File: src/rtl/rtc_read_sequencer_pkg.sv
// Shared definitions for the RTC display-refresh read sequencer:
// register address map, register count, chip-select order, FSM states.
package rtc_read_sequencer_pkg;

    localparam int N_REGS = 9;

    // Chip-select / register index order
    localparam int CS_SEG_HORA   = 0;
    localparam int CS_MIN_HORA   = 1;
    localparam int CS_HORA_HORA  = 2;
    localparam int CS_DIA        = 3;
    localparam int CS_MES        = 4;
    localparam int CS_JAHR       = 5;
    localparam int CS_SEG_TIMER  = 6;
    localparam int CS_MIN_TIMER  = 7;
    localparam int CS_HORA_TIMER = 8;

    // RTC register addresses
    localparam logic [7:0] ADDR_SEG_HORA   = 8'h21;
    localparam logic [7:0] ADDR_MIN_HORA   = 8'h22;
    localparam logic [7:0] ADDR_HORA_HORA  = 8'h23;
    localparam logic [7:0] ADDR_DIA        = 8'h24;
    localparam logic [7:0] ADDR_MES        = 8'h25;
    localparam logic [7:0] ADDR_JAHR       = 8'h26;
    localparam logic [7:0] ADDR_SEG_TIMER  = 8'h41;
    localparam logic [7:0] ADDR_MIN_TIMER  = 8'h42;
    localparam logic [7:0] ADDR_HORA_TIMER = 8'h43;

    typedef enum logic [2:0] {
        ST_IDLE,
        ST_SELECT,
        ST_ISSUE,
        ST_WAIT_ACK,
        ST_LATCH,
        ST_DONE
    } state_t;

    function automatic logic is_timer_reg(input logic [3:0] idx);
        return idx >= 4'(CS_SEG_TIMER);
    endfunction

endpackage

File: src/rtl/rtc_addr_rom.sv
// Combinational register-index to RTC-address lookup.
// Ports: idx (register index 0..8), addr (RTC register address).
module rtc_addr_rom (
    input  logic [3:0] idx,
    output logic [7:0] addr
);
    import rtc_read_sequencer_pkg::*;

    always_comb begin
        addr = 8'h00;
        unique case (idx)
            4'(CS_SEG_HORA):   addr = ADDR_SEG_HORA;
            4'(CS_MIN_HORA):   addr = ADDR_MIN_HORA;
            4'(CS_HORA_HORA):  addr = ADDR_HORA_HORA;
            4'(CS_DIA):        addr = ADDR_DIA;
            4'(CS_MES):        addr = ADDR_MES;
            4'(CS_JAHR):       addr = ADDR_JAHR;
            4'(CS_SEG_TIMER):  addr = ADDR_SEG_TIMER;
            4'(CS_MIN_TIMER):  addr = ADDR_MIN_TIMER;
            4'(CS_HORA_TIMER): addr = ADDR_HORA_TIMER;
            default:           addr = 8'h00;
        endcase
    end

endmodule

File: src/rtl/rtc_read_sequencer.sv
// Sweeps the RTC display registers: per register request, wait for ack
// (with timeout), then pulse its chip select so the data bus is latched.
// Ports: clk, reset (sync, active-low), start, timer_en, hold_vec,
//        rtc_rd_req, rtc_addr, rtc_rd_done, cs_vec, busy, sweep_done,
//        timeout_err.
module rtc_read_sequencer #(
    parameter int TIMEOUT_CYC = 255,
    parameter int N_REGS      = 9
) (
    input  logic       clk,
    input  logic       reset,
    input  logic       start,
    input  logic       timer_en,
    input  logic [8:0] hold_vec,
    output logic       rtc_rd_req,
    output logic [7:0] rtc_addr,
    input  logic       rtc_rd_done,
    output logic [8:0] cs_vec,
    output logic       busy,
    output logic       sweep_done,
    output logic       timeout_err
);
    import rtc_read_sequencer_pkg::*;

    localparam logic [3:0] LAST_IDX = 4'(N_REGS - 1);
    localparam logic [7:0] TMO      = 8'(TIMEOUT_CYC);

    state_t     state;
    logic [3:0] idx;
    logic [7:0] cnt;
    logic [7:0] rom_addr;
    logic       skip;
    logic       last;

    rtc_addr_rom u_rom (
        .idx  (idx),
        .addr (rom_addr)
    );

    assign skip = hold_vec[idx] | (is_timer_reg(idx) & ~timer_en);
    assign last = (idx == LAST_IDX);

    always_ff @(posedge clk) begin
        if (!reset) begin
            state       <= ST_IDLE;
            idx         <= '0;
            cnt         <= '0;
            rtc_rd_req  <= 1'b0;
            rtc_addr    <= '0;
            cs_vec      <= '0;
            busy        <= 1'b0;
            sweep_done  <= 1'b0;
            timeout_err <= 1'b0;
        end else begin
            // Single-cycle pulses default low
            rtc_rd_req <= 1'b0;
            cs_vec     <= '0;
            sweep_done <= 1'b0;
            unique case (state)
                ST_IDLE: begin
                    if (start) begin
                        state <= ST_SELECT;
                        idx   <= '0;
                        busy  <= 1'b1;
                    end
                end
                ST_SELECT: begin
                    if (skip) begin
                        if (last) begin
                            state      <= ST_DONE;
                            sweep_done <= 1'b1;
                        end else begin
                            idx <= idx + 4'd1;
                        end
                    end else begin
                        state      <= ST_ISSUE;
                        rtc_rd_req <= 1'b1;
                        rtc_addr   <= rom_addr;
                    end
                end
                ST_ISSUE: begin
                    state <= ST_WAIT_ACK;
                    cnt   <= '0;
                end
                ST_WAIT_ACK: begin
                    // Ack wins over a timeout in the same cycle
                    if (rtc_rd_done) begin
                        state  <= ST_LATCH;
                        cs_vec <= 9'b1 << idx;
                    end else if (cnt == TMO) begin
                        timeout_err <= 1'b1;
                        if (last) begin
                            state      <= ST_DONE;
                            sweep_done <= 1'b1;
                        end else begin
                            state <= ST_SELECT;
                            idx   <= idx + 4'd1;
                        end
                    end else if (cnt != 8'hFF) begin
                        cnt <= cnt + 8'd1;
                    end
                end
                ST_LATCH: begin
                    if (last) begin
                        state      <= ST_DONE;
                        sweep_done <= 1'b1;
                    end else begin
                        state <= ST_SELECT;
                        idx   <= idx + 4'd1;
                    end
                end
                ST_DONE: begin
                    state <= ST_IDLE;
                    busy  <= 1'b0;
                end
                default: state <= ST_IDLE;
            endcase
        end
    end

endmodule

File: config.mk
export PLATFORM = sky130hd
export DESIGN_NAME = rtc_read_sequencer
export DESIGN_NICKNAME = d
export VERILOG_FILES = /design/src/rtl/rtc_read_sequencer_pkg.sv /design/src/rtl/rtc_addr_rom.sv /design/src/rtl/rtc_read_sequencer.sv
export SDC_FILE = /design/constraint.sdc
export NUM_CORES = 1
export LEC_CHECK = 0
export ABC_AREA = 1
export CORE_UTILIZATION = 40
export DETAILED_ROUTE_END_ITERATION = 8
export GPL_ROUTABILITY_DRIVEN = 0
export GPL_TIMING_DRIVEN = 1
export PLACE_DENSITY = 0.68
export SETUP_SLACK_MARGIN = 0.3
export SLEW_MARGIN = 20
export SYNTH_ARGS = -nofsm -noshare
export SYNTH_HDL_FRONTEND = slang
export SYNTH_SLANG_ARGS = --single-unit
File: constraint.sdc
create_clock -name clk -period 1.38 [get_ports clk]
set_input_delay 0.345 -clock clk [delete_from_list [all_inputs] [get_ports clk]]
set_output_delay 0.345 -clock clk [all_outputs]
set_load 0.05 [all_outputs]
==> Yosys cells after proc, flatten, opt, wreduce, memory -nomap -nowiden <==
Memory sizes are Yosys's and may differ from the RTL's. A register that Yosys moved wholly into a read port is not among the register bits.
Cells that the tools add are included.
{ "op_classes": {"add_sub_neg": 2, "order_cmp": 2, "eq_ne": 16, "n_shift": 1, "muxes": 27, "bitwise_logic": 5, "reduce_logical": 13} }
{ "op_table": {"columns": ["operator", "n"], "rows": [
  ["2-to-1 mux 8 bit", 3],
  ["2-to-1 mux 4 bit", 5],
  ["2-to-1 mux 3 bit", 6],
  ["one-hot mux 4 bit (4 select lines)", 1],
  ["one-hot mux 8 bit (2 select lines)", 1],
  ["one-hot mux 3 bit (5 select lines)", 1],
  ["!= test 2 bit, second input constant", 6],
  ["AND reduction 3 bit", 3],
  ["<< shifter 1 x 4 -> 9 bit, first input constant", 1],
  ["adder 8 x 1 -> 8 bit, second input constant", 1],
  ["== test 8 bit, second input constant", 1],
  ["!= test 8 bit, second input constant", 1],
  ["2-to-1 mux 1 bit", 7],
  ["== test 3 x 2 -> 1 bit, second input constant", 2],
  ["== test 3 bit, second input constant", 2],
  ["!= test 3 bit, second input constant", 2],
  ["AND reduction 2 bit", 3],
  ["less-than comparator 4 x 5 -> 1 bit, second input constant", 1],
  ["AND reduction 5 bit", 1],
  ["adder 4 x 1 -> 4 bit, second input constant", 1],
  ["binary-select mux 1 bit (select 4 bit)", 1],
  ["== test 4 bit, second input constant", 1],
  [">= comparator 4 x 3 -> 1 bit, second input constant", 1],
  ["AND reduction 4 bit", 1],
  ["10 further kinds", 13]
]} }
{ "totals": {"regBits": 36, "mem_bits_ro": 80, "inputBits": 14, "output_inout_bits": 21, "wordCells": 76, "mem_count": 1} }
{ "mem_list": {"columns": ["memory", "words", "word_bits", "rd", "rd_clocked_by_memory_dff", "wr", "line", "rtl"], "rows": [
  ["(no name shown)", 16, 5, 1, 1, 0, "rtc_addr_rom.sv:11", "unique case (idx)"]
]} }

==> Logic depth before layout (Yosys ltp) <==
{ "depth": {"ltp_word": 5, "mapped_depth": 12, "ltp_nobuf": 11} }

==> Hierarchy <==
From an unflattened synthesis, not the netlist that was laid out.
{ "unflattened": {"hier_cells": 260, "hier_area_um2": 1799.2} }
{ "modules_own_cells": {"columns": ["mod", "n_inst", "cells_per_inst", "area_each_um2", "seq_area_each_um2"], "rows": [
  ["rtc_read_sequencer", 1, 238, 1675.4, 720.7],
  ["rtc_addr_rom", 1, 22, 123.9, 0.0]
]} }

==> Least setup slack after synthesis <==
Ideal clock, no wire load.
{ "synth_path": {"path_type": "reg-to-reg", "startpoint": "register idx[1]", "endpoint": "register idx[0]", "setup_ns": 0.113, "arrival_ns": 1.377, "t_required_ns": 1.267, "path_slack_ns": -0.109, "stages_incl_launch_ff": 11, "path_buffers": 0, "period_less_slack_ns": 1.489, "cell_sequence": "dfxtp_1 > inv_1 > ha_1 > nand3_1 > inv_1 > nand2_1 > nand2_1 > nor2_4 > nand2_2 > nor2_1 > nor2_1"} }
{ "synth_between": {"elab_chain_cells": 5, "word_cells_on_any_way": 13, "cone_classes": "order compare (1); eq/ne (2); mux (7); bitwise (2); reduce/logical (1)"} }
{ "synth_lines": {"columns": ["item", "line", "rtl"], "rows": [
  ["start, declared", "rtc_read_sequencer.sv:29", "logic [3:0] idx;"],
  ["start signal, assigned", "rtc_read_sequencer.sv:73", "idx <= idx + 4'd1;"],
  ["start signal, assigned", "rtc_read_sequencer.sv:97", "idx <= idx + 4'd1;"],
  ["start signal, assigned", "rtc_read_sequencer.sv:109", "idx <= idx + 4'd1;"],
  ["binary-select mux 1 bit (select 4 bit), or another cell as far along", "rtc_read_sequencer.sv:40", "assign skip = hold_vec[idx] | (is_timer_reg(idx) & ~timer_en);"],
  ["2-to-1 mux 1 bit (implied by the code), or another cell as far along", "rtc_read_sequencer.sv:40", null],
  ["bitwise OR 1 bit / 2-to-1 mux 4 bit (equally long branches)", null, null],
  ["!= test 2 bit (no line) / 2-to-1 mux 4 bit (equally long branches)", null, null],
  ["AND reduction 5 bit (no line) / one-hot mux 4 bit (4 select lines) (equally long branches)", null, null]
]} }
Parallel ways exist; a longest one is shown, timed or not. The select of a mux whose other input is x is not followed.
A chain may end at the register's enable or synchronous reset.

==> Worst setup path after layout <==
{ "layout_path": {"startpoint": "register idx[2]", "endpoint": "register idx[2]"} }
{ "layout_between": {"elab_chain_cells": 5, "word_cells_on_any_way": 14, "cone_classes": "add/sub (1); order compare (1); eq/ne (2); mux (7); bitwise (2); reduce/logical (1)"} }
{ "layout_lines": {"columns": ["item", "line"], "rows": [
  ["adder 4 x 1 -> 4 bit, or another cell as far along", "rtc_read_sequencer.sv:73, rtc_read_sequencer.sv:97, rtc_read_sequencer.sv:109"],
  ["2-to-1 mux 4 bit, or another cell as far along", "rtc_read_sequencer.sv:69, rtc_read_sequencer.sv:92, rtc_read_sequencer.sv:104"],
  ["2-to-1 mux 4 bit / bitwise OR 1 bit (equally long branches)", "rtc_read_sequencer.sv:90, rtc_read_sequencer.sv:40"],
  ["2-to-1 mux 4 bit / != test 2 bit (equally long branches)", null],
  ["one-hot mux 4 bit (4 select lines) / AND reduction 5 bit (equally long branches)", null]
]} }
Parallel ways exist; a longest one is shown, timed or not. The select of a mux whose other input is x is not followed.

==> key figures <==
Status
  – Status: complete, but fails checks
  – Failing checks: setup timing

Final layout
  – Register area: 709 µm²
  – Area occupied by multi-input gates: 1180 µm²
  – Layout cells sized above 1: 0.557
  – Fillers: 273
  – N_diodes: 0
  – Nets: 350
  – P&R area growth vs syn: 83.4%

Routing
  – Drt pass-1 iters: 4
  – Routed met1 length: 2070 µm
  – Top sig layer: met4
  – WL met2: 2670 µm
  – Post-DR wirelength/cell: 13.2 µm
  – First DRT Iteration DRCs: 173
  – Vias per cell: 5.05
  – Total Wirelength: 5050 µm
  – Drc violations: 0
  – Met3 wire length: 216 µm
  – Routed Antenna Nets: 0
  – Vias: 1930

Critical path
  – Maximum net fanout on the critical path: 8
  – Critical Path RT: 1560 ps
  – Worst r2r src: idx[2]
  – Worst EP arrival: 1630 ps
  – Crit Path Category: register to register
  – Worst setup startpoint: idx[2]
  – CP Capture Type: register
  – Startpoint type of the worst setup path: register

Placed design
  – # port buffers: 31
  – DPL Wire Length: 3120 µm

Pwr
  – Max IR drop VDD: 1.11 mV
  – Power Total: 5200 µW
  – Pwr Density: 1670 nW/µm²
  – Leak: 0.00140 µW

Global routing
  – Grt total ovfl: 0
  – First-pass GRT wire length: 7250 µm
  – Vias in the first global route: 1697
  – Total track usage: 0.215
  – Initial antenna violation count: 0
  – Largest net degree at the start of global routing: 11

Min path
  – Min-delay worst type: register to register
  – Hold wc startpoint: busy

CTS
  – Sink Count: 33
  – Htree depth: 2
  – Clk Latency, worst-skew pair: 290 ps
  – Root Buffer: clkbuf_8
  – Clock Path Buffers: 2
  – Number of CTS-inserted buffers: 5
  – Hold buffer count at CTS: 0
  – CTS clk-pin slew, worst paths: 70 ps
  – CTS tree: yes

Die
  – Top-Level Pins: 35
  – Core Region: 4030 µm²
  – Initial core utilization: 0.422
  – Row count: 23
  – Chip height: 67.2 µm
  – Die Span X: 67.2 µm
  – Die area: 4520 µm²

Yosys
  – Avg Synthesized Cell Area: 6.86 µm²
  – Netlist cell types: 27
  – Syn Std Cell Area: 1700 µm²
  – Synthesis-stage register bit count: 33
  – Yosys warning count: 0
  – Syn Inst Count: 248
  – Post-synthesis sequential area ratio: 0.388

Timing
  – Post-route setup slack: -71.1 ps
  – Post-layout min period: 1450 ps
  – Final hold vios: 0
  – Setup Skew: 7.06 ps
  – Final-report max-slew violation count: 0
  – Final Setup Violations: 13
  – RSZ-0062 raised after global routing: yes
  – Final worst path period share: 1.05
  – Fmax achieved: 689 MHz
  – Setup TNS: -471 ps

Flow run
  – Max cap viols: 0
## state kept, by name (all words and copies together), names as in the netlist
name	cells
cs_vec	9
cnt	8
rtc_addr	5
idx	4
state	3
busy	1
rtc_rd_req	1
sweep_done	1
timeout_err	1
## kinds of logic after synthesis
family          synth area share
xor+xnor                 0.00515
buf+inv                    0.116
simple gates               0.340
fa+ha+maj                 0.0368
flops                      0.388
other cells              0.00220
compound gates             0.112
## layout make-up
type,count,share of cell area
Timing Repair Buffer,83,0.293
Clock buffer,7,0.0277
Tap cell,50,0.0200
Clock inverter,1,0.00962
Sequential cell,33,0.227
Inverter,32,0.0449
Multi-Input combinational cell,176,0.378
## power breakdown
group / switching (µW) / internal, µW / leakage, µW
sequential: 230 / 1150 / 0.000282
combinational: 1570 / 1310 / 0.00106
clock: 355 / 589 / 0.0000585
total: 2150 / 3050 / 0.00140
## what timing repair did
item,in CTS,in global routing
gates resized for setup,54,62
setup endpoints to repair,50,50
pin swaps,22,31
cloned,1,0
buffers inserted,8,8
## worst max-delay path, cell delays in order (launching register included)
cell     delay, ps
dfxtp_4        410
nand2_2        110
inv_2           80
nand3_2         80
nand2_2         80
nor2_4          50
nand2_4        110
nand3_4        160
a21oi_1        190
nor2_1          60
## synth_stat cells
master	number	area, µm²
nand2_2	4	25.0
nand3b_1	1	7.51
a21oi_1	19	95.1
nand3_1	19	95.1
inv_2	1	3.75
nand4_1	5	31.3
conb_1	1	3.75
buf_2	2	10.0
nand3_4	1	17.5
o21ai_0	12	60.1
buf_4	4	30.0
nor2_4	2	22.5
clkbuf_1	1	3.75
nor2_2	2	12.5
nand2_1	55	206
a31o_2	1	8.76
inv_1	31	116
dfxtp_1	33	661
xor2_1	1	8.76
ha_1	5	62.6
buf_6	3	33.8
and3_1	1	6.26
nor3_1	3	15.0
o21ai_1	1	5.00
a31oi_1	2	12.5
nor2_1	37	139
o2111ai_1	1	8.76
## per-stage QoR
| step | utilization | hold slack, ps | std cells | cell area (µm²) | setup slack, ps |
|---|---|---|---|---|---|
| after CTS | 0.707 | 474 | 374 | 2850 | -15.3 |
| after global placement | 0.631 | 481 | 357 | 2540 | -373 |
| after detailed placement | 0.631 | 484 | 357 | 2540 | -390 |
| after global routing | 0.775 | 494 | 382 | 3120 | -141 |
| after floorplan | - | 464 | 250 | 1810 | 54.3 |
| final | 0.775 | 485 | 382 | 3120 | -71.1 |
## layout by cell type (no fill, tap or decap), drive strengths merged, types with 5 or more instances in the layout
| cell type | instances |
|---|---|
| ha | 5 |
| clkbuf | 7 |
| buf | 70 |
| nand4 | 5 |
| inv | 32 |
| clkdlybuf4s50 | 9 |
| nor2 | 41 |
| nand3 | 21 |
| o21ai | 13 |
| a21oi | 19 |
| dfxtp | 33 |
| nand2 | 59 |
## path summary, 6_finish.rpt
kind / endpoint / slack, ps / depth (start not counted)
setup / recovery: idx[2] / -70 / 9
hold / removal: busy / 490 / 2
setup reg to reg: idx[2] / -70 / 9
hold reg to reg: busy / 490 / 2
## layer usage
layer	up-vias	global-route usage
li1	959	-
met1	906	0.251
met2	56	0.371
met3	9	0.0422
met4	0	0.109
met5	-	0
No activity file was read; power rests on OpenSTA's default activity.
